### config.mk
export PLATFORM = sky130hd
export DESIGN_NAME = writeback_scoreboard
export DESIGN_NICKNAME = d
export VERILOG_FILES = /design/src/rtl/bf_wb_pkg.sv /design/src/rtl/wb_arbiter.sv /design/src/rtl/writeback_scoreboard.sv
export SDC_FILE = /design/constraint.sdc
export NUM_CORES = 1
export LEC_CHECK = 0
export ABC_CLOCK_PERIOD_IN_PS = 7500
export BUFFER_PORTS_ARGS = -buffer_cell sky130_fd_sc_hd__buf_4
export CORE_MARGIN = 1.5
export CORE_UTILIZATION = 35
export CTS_BUF_LIST = sky130_fd_sc_hd__clkbuf_16
export DETAILED_ROUTE_END_ITERATION = 16
export PLACE_DENSITY_LB_ADDON = 0.05
export SETUP_SLACK_MARGIN = 0.2
export SLEW_MARGIN = 30
export SYNTH_ARGS = -nofsm -noshare
export SYNTH_HDL_FRONTEND = slang
export SYNTH_HIERARCHICAL = 1
export SYNTH_SLANG_ARGS = --single-unit
### constraint.sdc
create_clock -name clk -period 7.5 [get_ports clk]
set_input_delay 0.75 -clock clk [delete_from_list [all_inputs] [get_ports clk]]
set_output_delay 0.75 -clock clk [all_outputs]
set_load 0.05 [all_outputs]
### src/rtl/bf_wb_pkg.sv
// Shared types and sizing for the writeback scoreboard: register addresses, writeback beats and
// the arbitration source encoding.
package bf_wb_pkg;

  localparam int unsigned NREG         = 16;
  localparam int unsigned AW           = $clog2(NREG);
  localparam int unsigned DW           = 32;
  localparam int unsigned MAX_INFLIGHT = 4;
  localparam int unsigned STARVE_LIM   = 3;

  typedef logic [AW-1:0] reg_addr_t;
  typedef logic [DW-1:0] wb_data_t;

  typedef enum logic [1:0] {WB_NONE, WB_ALU, WB_FPU} wb_src_e;

  typedef struct packed {
    reg_addr_t wa;
    wb_data_t  wd;
    logic      we;
  } wb_beat_t;

  function automatic logic [NREG-1:0] reg_onehot(input reg_addr_t addr, input logic en);
    reg_onehot = en ? (NREG'(1) << addr) : '0;
  endfunction

endpackage

### src/rtl/wb_arbiter.sv
// Fixed-priority ALU/FPU writeback mux; counts cycles an offered FPU result loses to the ALU and
// flags saturation so issue can be throttled until the FPU wins.
module wb_arbiter
  import bf_wb_pkg::*;
#(
  parameter int unsigned StarveLim = STARVE_LIM
) (
  input  logic            clk,
  input  logic            rst_n,
  input  logic            alu_valid,
  input  logic [AW-1:0]   alu_wa,
  input  logic [DW-1:0]   alu_wd,
  input  logic            fpu_valid,
  input  logic [AW-1:0]   fpu_wa,
  input  logic [DW-1:0]   fpu_wd,
  output logic            fpu_ready,
  output wb_beat_t        beat,
  output logic            starve_sat
);

  localparam int unsigned SW = $clog2(StarveLim + 1);

  wb_src_e       src;
  logic [SW-1:0] starve_q, starve_d;

  always_comb begin
    src = WB_NONE;
    if (alu_valid) begin
      src = WB_ALU;
    end else if (fpu_valid) begin
      src = WB_FPU;
    end
  end

  always_comb begin
    beat = '0;
    case (src)
      WB_ALU:  beat = '{wa: alu_wa, wd: alu_wd, we: 1'b1};
      WB_FPU:  beat = '{wa: fpu_wa, wd: fpu_wd, we: 1'b1};
      default: beat = '0;
    endcase
  end

  assign fpu_ready  = (src == WB_FPU);
  assign starve_sat = (starve_q == SW'(StarveLim));

  // Any cycle the FPU is not blocked (accepted or not offering) ends the starvation run.
  always_comb begin
    starve_d = '0;
    if (fpu_valid && alu_valid) begin
      starve_d = starve_sat ? starve_q : starve_q + 1'b1;
    end
  end

  always_ff @(posedge clk or negedge rst_n) begin
    if (!rst_n) begin
      starve_q <= '0;
    end else begin
      starve_q <= starve_d;
    end
  end

endmodule

### src/rtl/writeback_scoreboard.sv
// Owns the RF write port, tracks destinations of in-flight FPU ops and stalls decode on hazards.
// Define SB_PERF_EN to add the stall_cnt / fpu_defer_cnt performance counters.
module writeback_scoreboard
  import bf_wb_pkg::*;
#(
  parameter int unsigned MaxInflight = MAX_INFLIGHT,
  parameter int unsigned StarveLim   = STARVE_LIM
) (
  input  logic          clk,
  input  logic          rst_n,
  input  logic          issue_valid,
  input  logic          issue_fpu,
  input  logic          issue_we,
  input  logic [AW-1:0] issue_rd,
  input  logic [AW-1:0] issue_rs1,
  input  logic [AW-1:0] issue_rs2,
  output logic          issue_stall,
  input  logic          alu_valid,
  input  logic [AW-1:0] alu_wa,
  input  logic [DW-1:0] alu_wd,
  input  logic          fpu_valid,
  input  logic [AW-1:0] fpu_wa,
  input  logic [DW-1:0] fpu_wd,
  output logic          fpu_ready,
  output logic [AW-1:0] WA3W,
  output logic [DW-1:0] WD3W,
  output logic          RegWriteW
`ifdef SB_PERF_EN
  ,
  output logic [31:0]   stall_cnt,
  output logic [31:0]   fpu_defer_cnt
`endif
);

  localparam int unsigned IW = $clog2(MaxInflight + 1);

  logic [NREG-1:0] pending_q, pending_d, pending_vis, fpu_clr, issue_set;
  logic [IW-1:0]   inflight_q, inflight_d, inflight_vis;
  wb_beat_t        beat;
  logic            starve_sat, fpu_dec, hazard, issue_acc;

  wb_arbiter #(
    .StarveLim (StarveLim)
  ) u_arb (
    .clk        (clk),
    .rst_n      (rst_n),
    .alu_valid  (alu_valid),
    .alu_wa     (alu_wa),
    .alu_wd     (alu_wd),
    .fpu_valid  (fpu_valid),
    .fpu_wa     (fpu_wa),
    .fpu_wd     (fpu_wd),
    .fpu_ready  (fpu_ready),
    .beat       (beat),
    .starve_sat (starve_sat)
  );

  assign WA3W      = beat.wa;
  assign WD3W      = beat.wd;
  assign RegWriteW = beat.we;

  // The completing FPU beat is forwarded this cycle, so its register and slot count as free now.
  // A completion with nothing in flight must not underflow the counter.
  assign fpu_dec      = fpu_ready && (inflight_q != '0);
  assign fpu_clr      = reg_onehot(fpu_wa, fpu_ready);
  assign pending_vis  = pending_q & ~fpu_clr;
  assign inflight_vis = inflight_q - IW'(fpu_dec);

  assign hazard = pending_vis[issue_rs1] | pending_vis[issue_rs2] |
                  (issue_we & pending_vis[issue_rd]);

  assign issue_stall = issue_valid &
                       (hazard | (issue_fpu & (inflight_vis == IW'(MaxInflight))) | starve_sat);
  assign issue_acc   = issue_valid & ~issue_stall;

  // Set is OR-ed after the clear so a new op to the completing register keeps the bit.
  assign issue_set  = reg_onehot(issue_rd, issue_acc & issue_fpu & issue_we);
  assign pending_d  = pending_vis | issue_set;
  assign inflight_d = inflight_vis + IW'(|issue_set);

  always_ff @(posedge clk or negedge rst_n) begin
    if (!rst_n) begin
      pending_q  <= '0;
      inflight_q <= '0;
    end else begin
      pending_q  <= pending_d;
      inflight_q <= inflight_d;
    end
  end

`ifdef SB_PERF_EN
  always_ff @(posedge clk or negedge rst_n) begin
    if (!rst_n) begin
      stall_cnt     <= '0;
      fpu_defer_cnt <= '0;
    end else begin
      stall_cnt     <= stall_cnt + 32'(issue_stall);
      fpu_defer_cnt <= fpu_defer_cnt + 32'(fpu_valid & ~fpu_ready);
    end
  end
`endif

endmodule
### Word level (Yosys, flattened, before mapping)

Cells that the tools add are included.

| word-level totals | value |
|---|---|
| flip-flop bits (word level) | 21 |
| bits of input ports | 91 |

| cells by class | value |
|---|---|
| add/sub/neg operators | 3 |
| $lt $le $gt $ge | 3 |
| equality and inequality tests | 5 |
| shift-type cells | 2 |
| mux-type cells | 13 |
| bitwise operators | 14 |
| reductions and logical operators | 4 |

Operators by type and width:

| operator | count |
|---|---|
| one-hot mux 37 bit (2 select lines) | 1 |
| 2-to-1 mux 16 bit | 2 |
| << shifter 1 x 4 -> 16 bit (first input constant) | 2 |
| AND 16 bit | 1 |
| inverter 16 bit | 1 |
| OR 16 bit | 1 |
| OR reduction 16 bit | 1 |
| less-than comparator 4 x 5 -> 1 bit (second input constant) | 3 |
| binary-select mux 1 bit (select 4 bit) | 3 |
| 2-to-1 mux 2 bit | 4 |
| AND 1 bit | 6 |
| equality test 2 bit (second input constant) | 2 |
| OR 1 bit | 4 |
| adder 3 x 1 -> 3 bit | 1 |
| equality test 3 bit (second input constant) | 1 |
| 2-to-1 mux 1 bit | 3 |
| nonzero test 3 bit | 1 |
| subtractor 3 x 1 -> 3 bit | 1 |
| adder 2 x 1 -> 2 bit (second input constant) | 1 |
| equality test 2 x 1 -> 1 bit (second input constant) | 1 |
| logical AND 1 bit | 2 |
| inequality test 2 bit (second input constant) | 1 |
| inverter 1 bit | 1 |

### Depth between registers and ports, before layout

Gate-level depths: netlist of run 1.

| depth | value |
|---|---|
| depth in word-level cells | 20 |
| mapped depth | 15 |
| depth with buffers taken out | 11 |

### Modules after synthesis

The synthesis of run 1 kept the hierarchy.

Modules (own cells, without submodules):

| module | instances | cells each | area an instance (um^2) |
|---|---|---|---|
| writeback_scoreboard | 1 | 215 | 1761.7 |
| wb_arbiter | 1 | 54 | 491.7 |

### Worst setup path after synthesis of run 1

OpenSTA, ideal clock, no wires.

| timing | value |
|---|---|
| kind | input to output |
| start | in fpu_valid |
| end | out issue_stall |
| arrival time | 3.115 ns |
| path slack | 3.635 ns |
| stages on the path | 11 |
| cells stage by stage | nor2b_2 buf_6 buf_6 buf_2 nor2b_1 a31oi_1 a2111oi_0 nor4_1 a41oi_1 o211ai_2 o31a_1 |

| on the way | value |
|---|---|
| cells in the longest elaborated chain, start to end | 13 |
| elaborated cells on any way between the ends | 22 |
| classes of those cells | add/sub (1); eq/ne (2); mux (9); bitwise (9); reduce/logical (1) |

RTL lines:

| what | line | RTL |
|---|---|---|
| from (decl) | writeback_scoreboard.sv:21 | `input logic fpu_valid,` |
| 2-to-1 mux 2 bit * | wb_arbiter.sv:30 | `end else if (fpu_valid) begin` |
| 2-to-1 mux 2 bit * | wb_arbiter.sv:28 | `if (alu_valid) begin` |
| equality test 2 bit * | wb_arbiter.sv:44 | `assign fpu_ready = (src == WB_FPU);` |
| named net fpu_ready | writeback_scoreboard.sv:24 | `output logic fpu_ready,` |
| 2-to-1 mux 16 bit | bf_wb_pkg.sv:23 | `reg_onehot = en ? (NREG'(1) << addr) : '0;` |
| inverter 16 bit | writeback_scoreboard.sv:66 | `assign pending_vis = pending_q & ~fpu_clr;` |
| AND 16 bit | writeback_scoreboard.sv:66 |  |
| binary-select mux 1 bit (select 4 bit) (on tied branches) | writeback_scoreboard.sv:69, writeback_scoreboard.sv:70 |  |
| 2-to-1 mux 1 bit (on tied branches) | writeback_scoreboard.sv:69, writeback_scoreboard.sv:70 |  |
| OR 1 bit or AND 1 bit (tied branches) | writeback_scoreboard.sv:69, writeback_scoreboard.sv:70 |  |
| OR 1 bit | writeback_scoreboard.sv:69 | `assign hazard = pending_vis[issue_rs1] \| pending_vis[issue_rs2] \|` |
| OR 1 bit * (2 in a row) | writeback_scoreboard.sv:73 | `(hazard \| (issue_fpu & (inflight_vis == IW'(MaxInflight))) \| starve_sat);` |
| AND 1 bit * | writeback_scoreboard.sv:72 | `assign issue_stall = issue_valid &` |
| to (decl) | writeback_scoreboard.sv:17 | `output logic issue_stall,` |

Mark *: on every way through the listed nets, which the timed path passes. The rest lies on a longest branch. The select of a mux whose other input is x is not followed.

### Worst setup path after layout of run 1

| timing | value |
|---|---|
| start | in alu_valid |
| end | out issue_stall |

| on the way | value |
|---|---|
| cells in the longest elaborated chain, start to end | 12 |
| elaborated cells on any way between the ends | 21 |
| classes of those cells | add/sub (1); eq/ne (2); mux (8); bitwise (9); reduce/logical (1) |

RTL lines:

| what | line | RTL |
|---|---|---|
| from (decl) | writeback_scoreboard.sv:18 | `input logic alu_valid,` |
| 2-to-1 mux 2 bit * | wb_arbiter.sv:28 |  |
| equality test 2 bit * | wb_arbiter.sv:44 |  |
| 2-to-1 mux 16 bit | bf_wb_pkg.sv:23 |  |
| inverter 16 bit | writeback_scoreboard.sv:66 |  |
| AND 16 bit | writeback_scoreboard.sv:66 |  |
| binary-select mux 1 bit (select 4 bit) (on tied branches) | writeback_scoreboard.sv:69, writeback_scoreboard.sv:70 |  |
| 2-to-1 mux 1 bit (on tied branches) | writeback_scoreboard.sv:69, writeback_scoreboard.sv:70 |  |
| OR 1 bit or AND 1 bit (tied branches) | writeback_scoreboard.sv:69, writeback_scoreboard.sv:70 |  |
| OR 1 bit | writeback_scoreboard.sv:69 |  |
| OR 1 bit * (2 in a row) | writeback_scoreboard.sv:73 |  |
| AND 1 bit * | writeback_scoreboard.sv:72 |  |

Mark *: on every way between the ends. The rest lies on a longest branch, timed or not. The select of a mux whose other input is x is not followed.

==> results of run 1 <==
==> Yosys cell counts (all sizes together) (4+ instances only) <==
| cell type | number |
|---|---|
| a21oi | 5 |
| a22o | 36 |
| a31oi | 6 |
| buf | 16 |
| clkbuf | 7 |
| dfrtp | 21 |
| ha | 5 |
| inv | 15 |
| mux2i | 6 |
| nand2 | 14 |
| nand2b | 6 |
| nand3 | 13 |
| nand4 | 8 |
| nor2 | 5 |
| nor2b | 11 |
| nor4 | 4 |
| o2111ai | 6 |
| o21ai | 20 |
| o21bai | 5 |
| o31a | 4 |
| or2 | 4 |
| or3 | 4 |
| or4 | 5 |
==> state kept, by name, summed over array words and instances, names as in the netlist <==
register        cells
pending_q          16
u_arb/starve_q      2
inflight_q          3
==> metrics by stage <==
| stage | hold slack (ps) | util (%) | total power [mW] | area (µm²) | std cells |
|---|---|---|---|---|---|
| floorplan | 454 | - | 0.317 | 2250 | 269 |
| global placement | 527 | 50.6 | 0.407 | 3180 | 452 |
| detailed placement | 517 | 50.6 | 0.408 | 3180 | 452 |
| CTS | 386 | 51.9 | 0.521 | 3260 | 456 |
| global route | 388 | 52.3 | 0.554 | 3280 | 457 |
| finish | 370 | 52.3 | 0.521 | 3280 | 457 |
==> logic make-up (layout without fill, tap and decap cells) <==
logic type / after synthesis / after routing / share of synthesized area (%)
buf+inv: 38 / 149 / 8.94
xor+xnor: 4 / 4 / 1.55
mux: 7 / 7 / 3.16
compound gates: 107 / 107 / 36.6
fa+ha+maj: 5 / 5 / 2.78
flops: 21 / 21 / 23.3
simple gates: 87 / 87 / 23.6
==> worst paths after layout <==
kind                                     end  depth (start not counted)               from
max in group asynchronous  u_arb/starve_q[1]                          1              rst_n
setup / recovery                 issue_stall                         11          alu_valid
hold / removal                 pending_q[13]                          1              rst_n
hold reg to reg            u_arb/starve_q[1]                          2  u_arb/starve_q[1]
min in group clk           u_arb/starve_q[1]                          2  u_arb/starve_q[1]
setup reg to reg               inflight_q[2]                          9      pending_q[11]
==> per-layer routing <==
layer,global-route usage (%),part of all wire [%],wire length (µm),up-vias
li1,-,-,-,1278
met1,30.9,41,3500,1277
met2,37.3,47,3980,170
met3,4.47,9.9,832,16
met4,7.12,1.6,134,0
met5,0,0,0,-
==> cell type report <==
type / instances / area [µm²] / area share [%]
Clock buffer: 3 / 75.1 / 2.29
Clock inverter: 1 / 3.75 / 0.114
Inverter: 15 / 56.3 / 1.71
Multi-Input combinational cell: 210 / 1530 / 46.6
Sequential cell: 21 / 526 / 16.0
Tap cell: 77 / 96.3 / 2.93
Timing Repair Buffer: 130 / 996 / 30.3
==> power by group through the flow <==
stage	Combinational [mW]	Sequential, mW	Clock [mW]
after floorplan	0.172	0.145	0
after global placement	0.258	0.149	0
after detailed placement	0.258	0.150	0
after CTS	0.259	0.148	0.115
after global routing	0.283	0.150	0.122
final	0.262	0.148	0.112
==> critical path, stage by stage <==
cell	delay, ps
buf_4	230
nor2b_4	430
buf_16	240
nor2b_1	240
a31oi_1	180
a2111oi_0	420
nor4_1	110
a41oi_1	220
o211ai_2	390
o31a_1	410
buf_4	190
==> impl_metrics.py, run 1 <==
metrics = {
    "outcome": {
        "status": "finished clean",
    },
    "routing": {
        "first_iter_violations": 184,
        "route.detailed.drc": 0,
        "drt_first_pass_iters": 5,
        "wl_per_cell_um": 18.5,
        "ant_nets": 0,
        "wl_um": 8450,
        "vias": 2741,
        "avgViaCountPerCell": 6.00,
    },
    "global_route": {
        "grt_max_degree": 48,
        "grt.overflow.total": 0,
        "grt_pass1_wl_um": 12900,
        "grt_pass1_vias": 2413,
        "grt_usage_pct": 23.0,
        "antenna_found_initial": 0,
    },
    "timing": {
        "slew_violations": 0,
        "fmax_ghz": 0.218,
        "final.min_clock_period_ps": 4580,
        "rsz0062_at_grt": "false",
        "tightest_slew_ps": 787,
        "postLayoutSetupSlackWorst_ps": 2920,
        "slew-limit-headroom_pct": 47.4,
        "setup-violations-final": 0,
        "finalCritPeriodShare_pct": 61.1,
        "fin_skew_ps": 5.61,
        "tns_ps": 0,
        "hold_violations": 0,
    },
    "worst_hold_path": {
        "min_path_type": "input port to asynchronous set/reset pin",
    },
    "synth": {
        "yosysUniqueCellTypes": 63,
        "avgSynthCellArea_um2": 8.38,
        "synth_edf_count": 0,
        "ys_warn_count": 6,
        "synthCells": 269,
        "netlist_area_um2": 2250,
        "yosysTopAreaCellShare_pct": 23.3,
        "syn_nets": 365,
        "synth_top_cell_by_area": "dfrtp_1",
        "ys_async_sr_fraction_pct": 100,
        "seq_area_frac_synth_pct": 23.3,
        "synth-seq-cells": 21,
        "synth_flop_cell": "dfrtp_1",
        "synth_area_leaders": "dfrtp_1 23%, a22o_1 14%, nand3_1 2.9%",
    },
    "floorplanning": {
        "rows": 29,
        "die_w_um": 83.2,
        "design.die.area_um2": 6930,
        "core_area_um2": 6280,
        "io_pins": 130,
        "die_h_um": 83.2,
        "start_util_pct": 35.9,
    },
    "power": {
        "p_leak_nw": 1.56,
        "vdd_drop_max_mv": 0.111,
        "p_switching_mw": 0.211,
        "power_density_nw_per_um2": 159,
        "seqPwrFrac_pct": 28.4,
        "power_frac_comb_pct": 50.2,
        "swShare_pct": 40.4,
        "p_int_mw": 0.311,
        "clkPwrFrac_pct": 21.4,
    },
    "clock_network": {
        "cts_max_level": 1,
        "cts_setup_buffers": 0,
        "worstSkewPairLatency_ps": 250,
        "cts_root_buf": "clkbuf_16",
        "cts_made_buffers": 3,
        "clk_path_buf_depth": 2,
        "path_clk_slew_ps": 60,
        "cts_sinks": 21,
        "tritoncts": "yes",
        "hold_buffers": 0,
        "cts_resized": 0,
    },
    "worst_setup_path": {
        "worstPathArrival_ps": 3830,
        "worstPathRequired_ps": 6750,
        "worstPathMaxFanout": 39,
        "r2r_slack_ps": 4790,
        "cp-start-kind": "input port",
        "end_kind": "primary output",
        "path_class": "input port to primary output",
    },
    "finish": {
        "area_growth_pct": 45.8,
        "fillers": 627,
        "layout_commonest_cell": "buf_4",
        "drive_gt1_share_pct": 37.9,
        "final_cell_mix": "129 x buf_4, 36 x a22o_1, 21 x dfrtp_1, 16 x inv_1, 14 x nand2_1",
        "nets": 477,
        "diodes": 0,
    },
    "placed_design": {
        "hpwlAfterDp_um": 6320,
        "place_ws_ps": 2690,
        "gp_congestion": 0.910,
        "io_buffers": 129,
    },
    "run": {
        "drv_cap": 0,
    },
}
No activity file was read; power rests on OpenSTA's default activity.
==> run 2, diff against run 1 <==
- ABC_CLOCK_PERIOD_IN_PS: 7500 -> 4500
- clock period: 7.5 -> 4.5 ns (I/O delays scaled with it)
==> impl_metrics.py, run 2 (synthesis results as in run 1) <==
metrics = {
    "timing": {
        "final.min_clock_period_ps": 3560,
        "slew-limit-headroom_pct": 60.0,
        "setup-violations-final": 0,
        "slew_violations": 0,
        "rsz0062_at_grt": "false",
        "tns_ps": 0,
        "tightest_slew_ps": 598,
        "fmax_ghz": 0.281,
        "finalCritPeriodShare_pct": 79.0,
        "hold_violations": 0,
        "fin_skew_ps": 1.85,
    },
    "finish": {
        "nets": 478,
        "drive_gt1_share_pct": 38.3,
        "top_register": "pending_q",
        "final_cell_mix": "131 x buf_4, 36 x a22o_1, 21 x dfrtp_1, 15 x inv_1, 14 x nand2_1",
        "reg_top3": "pending_q x16, inflight_q x3, u_arb/starve_q x2",
        "layout_commonest_cell": "buf_4",
        "area_growth_pct": 45.4,
        "largest_reg_flops": 16,
        "diodes": 0,
    },
    "global_route": {
        "grt.overflow.total": 0,
        "grt_pass1_vias": 2515,
        "grt_usage_pct": 23.9,
        "grt_pass1_wl_um": 13500,
        "antenna_found_initial": 0,
        "grt_max_degree": 40,
    },
    "worst_setup_path": {
        "path_class": "input port to primary output",
        "reg2reg_to": "inflight_q[2]",
        "worstPathMaxFanout": 39,
        "worstPathRequired_ps": 4050,
        "startpoint": "alu_valid",
        "worst-path-stages": 10,
        "rr_worst_depth": 10,
        "end_kind": "primary output",
        "r2r_slack_ps": 1770,
        "slowest_delay_ps": 490,
        "rr_startpoint": "inflight_q[2]",
        "slowest_stage": "nor2b_4",
        "cp_common_cell": "buf_4",
        "cp-start-kind": "input port",
        "path_cells": "buf_4, nor2b_4, nor2b_1, a31oi_1, a2111oi_0, nor4_1, a41oi_1, o211ai_2, o31a_1, buf_4",
        "crit_buf_inv": 2,
        "worstPathArrival_ps": 3110,
        "critPathTopFamily": "compound AO/OA/AOI/OAI gates",
    },
    "floorplanning": {
        "rows": 29,
        "start_util_pct": 35.9,
        "core_area_um2": 6280,
        "die_w_um": 83.2,
        "design.die.area_um2": 6930,
        "io_pins": 130,
        "die_h_um": 83.2,
    },
    "clock_network": {
        "path_clk_slew_ps": 60,
        "hold_buffers": 0,
        "worstSkewPairLatency_ps": 260,
        "tritoncts": "yes",
        "cts_max_level": 1,
        "cts_sinks": 21,
        "cts_made_buffers": 3,
        "cts_setup_buffers": 0,
        "cts_resized": 0,
        "clk_path_buf_depth": 2,
        "cts_root_buf": "clkbuf_16",
    },
    "power": {
        "vdd_drop_max_mv": 0.144,
        "p_leak_nw": 1.55,
        "power_density_nw_per_um2": 270,
        "p_total_mw": 0.886,
    },
    "placed_design": {
        "io_buffers": 129,
        "gp_congestion": 0.927,
        "hpwlAfterDp_um": 6700,
    },
    "routing": {
        "route.detailed.drc": 0,
        "wl_um": 8640,
        "drt_first_pass_iters": 4,
        "vias": 2693,
        "avgViaCountPerCell": 5.88,
        "ant_nets": 0,
        "first_iter_violations": 173,
        "wl_per_cell_um": 18.9,
    },
    "outcome": {
        "status": "finished clean",
    },
    "worst_hold_path": {
        "min_path_type": "input port to asynchronous set/reset pin",
    },
    "run": {
        "drv_cap": 0,
    },
}
==> run 2: where the power goes <==
part / internal, mW / switching (mW) / total, mW
clock network: 0.121 / 0.0817 / 0.202
registers: 0.226 / 0.0191 / 0.245
logic: 0.174 / 0.265 / 0.438
==> run 2: layout make-up <==
cell class | count | area [µm²]
Tap cell | 77 | 96.3
Inverter | 15 | 56.3
Sequential cell | 21 | 526
Fill cell | 634 | 3000
Clock buffer | 3 | 75.1
Timing Repair Buffer | 131 | 983
Clock inverter | 1 | 7.51
Multi-Input combinational cell | 210 | 1530
==> run 2: per-layer routing <==
metal | track usage [%] | part of all wire (%) | vias to the layer above | wire length (µm)
met1 | 31.8 | 43 | 1265 | 3730
li1 | - | - | 1277 | -
met5 | 0 | 0 | - | 0
met4 | 8.03 | 2.1 | 0 | 182
met2 | 39.8 | 47 | 134 | 4090
met3 | 3.18 | 7.5 | 17 | 647
==> run 2: worst max-delay path by stage <==
stage	endpoint	slack, ps
after global routing	issue_stall	730
after global placement	inflight_q[2]	990
after CTS	issue_stall	960
after detailed placement	inflight_q[2]	870
final	issue_stall	940
after floorplan	issue_stall	1230
==> run 2: stage by stage <==
stage | instance area (µm²) | hold WS [ps] | instances | setup WS (ps) | utilization (%)
floorplan | 2250 | 154 | 269 | 1230 | -
global route | 3280 | 94.4 | 458 | 726 | 52.2
finish | 3280 | 66.5 | 458 | 943 | 52.2
detailed placement | 3190 | 363 | 454 | 867 | 50.9
global placement | 3190 | 358 | 454 | 994 | 50.9
CTS | 3280 | 80.4 | 458 | 965 | 52.2
==> run 3, diff against run 2 <==
- ABC_AREA: not set -> 1
- ABC_CLOCK_PERIOD_IN_PS: 4500 -> 3500
- clock period: 4.5 -> 3.5 ns (I/O delays scaled with it)
==> impl_metrics.py, run 3 <==
metrics = {
    "placed_design": {
        "hpwlAfterDp_um": 5980,
        "io_buffers": 129,
        "dp_cells": 573,
        "place_ws_ps": 545,
        "gp_congestion": 0.955,
        "placed_area_um2": 3120,
    },
    "global_route": {
        "grt.overflow.total": 0,
        "grt_pass1_wl_um": 12200,
        "grt_pass1_vias": 2604,
        "grt_usage_pct": 23.7,
        "antenna_found_initial": 0,
        "grt_max_degree": 40,
    },
    "finish": {
        "multi_input_area_um2": 1390,
        "instances_no_fill": 578,
        "nets": 600,
        "regArea_um2": 526,
        "drive_gt1_share_pct": 29.4,
        "area_growth_pct": 51.1,
        "top_register": "pending_q",
        "final_cell_mix": "188 x nand2_1, 133 x buf_4, 59 x nand3_1, 28 x inv_1, 21 x dfrtp_1",
        "utilization_pct": 54.6,
        "fillers": 635,
        "largest_reg_flops": 16,
        "diodes": 0,
        "reg_top3": "pending_q x16, inflight_q x3, u_arb/starve_q x2",
        "layout_commonest_cell": "nand2_1",
        "final_area_um2": 3210,
    },
    "routing": {
        "wl_um": 7750,
        "avgViaCountPerCell": 4.98,
        "ant_nets": 0,
        "drt_first_pass_iters": 5,
        "wl_per_cell_um": 13.4,
        "first_iter_violations": 148,
        "vias": 2878,
        "route.detailed.drc": 0,
    },
    "timing": {
        "finalCritPeriodShare_pct": 85.3,
        "tightest_slew_ps": 529,
        "postLayoutSetupSlackWorst_ps": 514,
        "final.min_clock_period_ps": 2990,
        "slew_violations": 0,
        "setup-violations-final": 0,
        "fmax_ghz": 0.335,
        "fin_skew_ps": 4.71,
        "rsz0062_at_grt": "false",
        "whs_ps": 372,
        "hold_violations": 0,
        "tns_ps": 0,
        "slew-limit-headroom_pct": 64.5,
    },
    "power": {
        "seqPwrFrac_pct": 27.5,
        "p_int_mw": 0.637,
        "p_total_mw": 1.09,
        "p_leak_nw": 1.94,
        "power_frac_comb_pct": 49.8,
        "clkPwrFrac_pct": 22.7,
        "power_density_nw_per_um2": 340,
        "swShare_pct": 41.8,
        "p_switching_mw": 0.457,
        "vdd_drop_max_mv": 0.237,
    },
    "floorplanning": {
        "io_pins": 130,
        "core_area_um2": 5890,
        "start_util_pct": 36.1,
        "die_w_um": 81.0,
        "die_h_um": 81.0,
        "rows": 28,
        "design.die.area_um2": 6550,
    },
    "synth": {
        "avgSynthCellArea_um2": 5.63,
        "synth-seq-cells": 21,
        "synthCells": 378,
        "synth_flop_cell": "dfrtp_1",
        "ys_warn_count": 6,
        "syn_nets": 474,
        "synth.most_common_cell": "nand2_1",
        "yosysUniqueCellTypes": 23,
        "synth_edf_count": 0,
        "seq_area_frac_synth_pct": 24.7,
        "synth_area_leaders": "nand2_1 33%, dfrtp_1 25%, nand3_1 14%",
        "netlist_area_um2": 2130,
        "synth_common_cells": "188 x nand2_1, 59 x nand3_1, 28 x inv_1",
        "synth_top_cell_by_area": "nand2_1",
        "yosysTopAreaCellShare_pct": 33.2,
        "ys_async_sr_fraction_pct": 100,
    },
    "worst_hold_path": {
        "min_to": "u_arb/starve_q[1]",
        "min_path_type": "input port to flip-flop",
        "min_from": "fpu_valid",
        "min_path_cells": 3,
    },
    "clock_network": {
        "worstSkewPairLatency_ps": 260,
        "cts_setup_buffers": 0,
        "cts_root_buf": "clkbuf_16",
        "clk_path_buf_depth": 2,
        "cts_max_level": 1,
        "cts_made_buffers": 3,
        "path_clk_slew_ps": 60,
        "cts_sinks": 21,
        "hold_buffers": 1,
        "cts_resized": 0,
        "tritoncts": "yes",
    },
    "worst_setup_path": {
        "worstPathMaxFanout": 39,
        "worstPathArrival_ps": 2640,
        "reg2reg_to": "inflight_q[1]",
        "r2r_slack_ps": 1160,
        "rr_worst_depth": 13,
        "slowest_stage": "buf_4",
        "rr_startpoint": "inflight_q[2]",
        "path_cells": "buf_4, nor2_4, buf_4, inv_1, a21oi_1, ha_1, ha_1, xnor2_1, nor3_1, a21oi_1, nand2_1, inv_1, nand2_1, nor2_4, nor2_1, buf_4",
        "cp-start-kind": "input port",
        "path_class": "input port to primary output",
        "cp_common_cell": "buf_4",
        "slowest_delay_ps": 270,
        "worstPathRequired_ps": 3150,
        "end_kind": "primary output",
    },
    "run": {
        "drv_cap": 0,
    },
    "outcome": {
        "status": "finished clean",
    },
}
==> run 3: cell count changes after synthesis, moves of 8 or more <==
cell / before / now
nand4_1: 8 / 0
nand3_1: 13 / 59
nor2b_1: 10 / 0
nand2_1: 14 / 188
a22o_1: 36 / 0
inv_1: 15 / 28
nor3_1: 1 / 17
o21ai_0: 13 / 0
==> run 3: area by class of cell <==
cell class	instances	area share (%)
clock inverters	1	0.156
inverters	32	3.74
flip-flops and latches	21	16.3
repair buffers	134	31.4
clock buffers	3	2.34
well taps	75	2.92
multi-input cells	312	43.1
==> run 3: worst max path at each step <==
stage	end	slack (ps)	start
global route	issue_stall	360	alu_valid
floorplan	issue_stall	580	fpu_valid
global placement	issue_stall	640	alu_valid
CTS	issue_stall	550	alu_valid
finish	issue_stall	510	alu_valid
detailed placement	inflight_q[2]	550	alu_valid
==> run 3: power groups by stage <==
stage / logic, mW / clock network (mW) / registers, mW
floorplan: 0.345 / 0 / 0.300
global placement: 0.535 / 0 / 0.305
detailed placement: 0.541 / 0 / 0.306
CTS: 0.544 / 0.247 / 0.301
global route: 0.597 / 0.257 / 0.305
finish: 0.545 / 0.248 / 0.301
==> run 3: routing by layer <==
layer	GRT usage, %	vias to the layer above	wire [µm]	share of wire (%)
met2	41.0	160	3650	47
met5	0	-	0	0
met1	29.1	1239	3020	39
li1	-	1447	-	-
met4	7.41	0	231	3.0
met3	5.17	32	844	11
==> run 3: cell families after synthesis <==
| family | share of synthesized area [%] |
|---|---|
| and+or+nand+nor | 57.2 |
| buffers and inverters | 10.1 |
| DFF | 24.7 |
| AOI/OAI and AO/OA | 4.23 |
| adders and majority gates | 2.94 |
| xor gates and xnor gates | 0.824 |
==> run 3: worst max-delay path: cells and delay by family <==
| family | cells | cell delay (ps) |
|---|---|---|
| buf+inv | 5 | 850 |
| simple gates | 6 | 810 |
| fa+ha+maj | 2 | 310 |
| compound gates | 2 | 210 |
| xor+xnor | 1 | 100 |
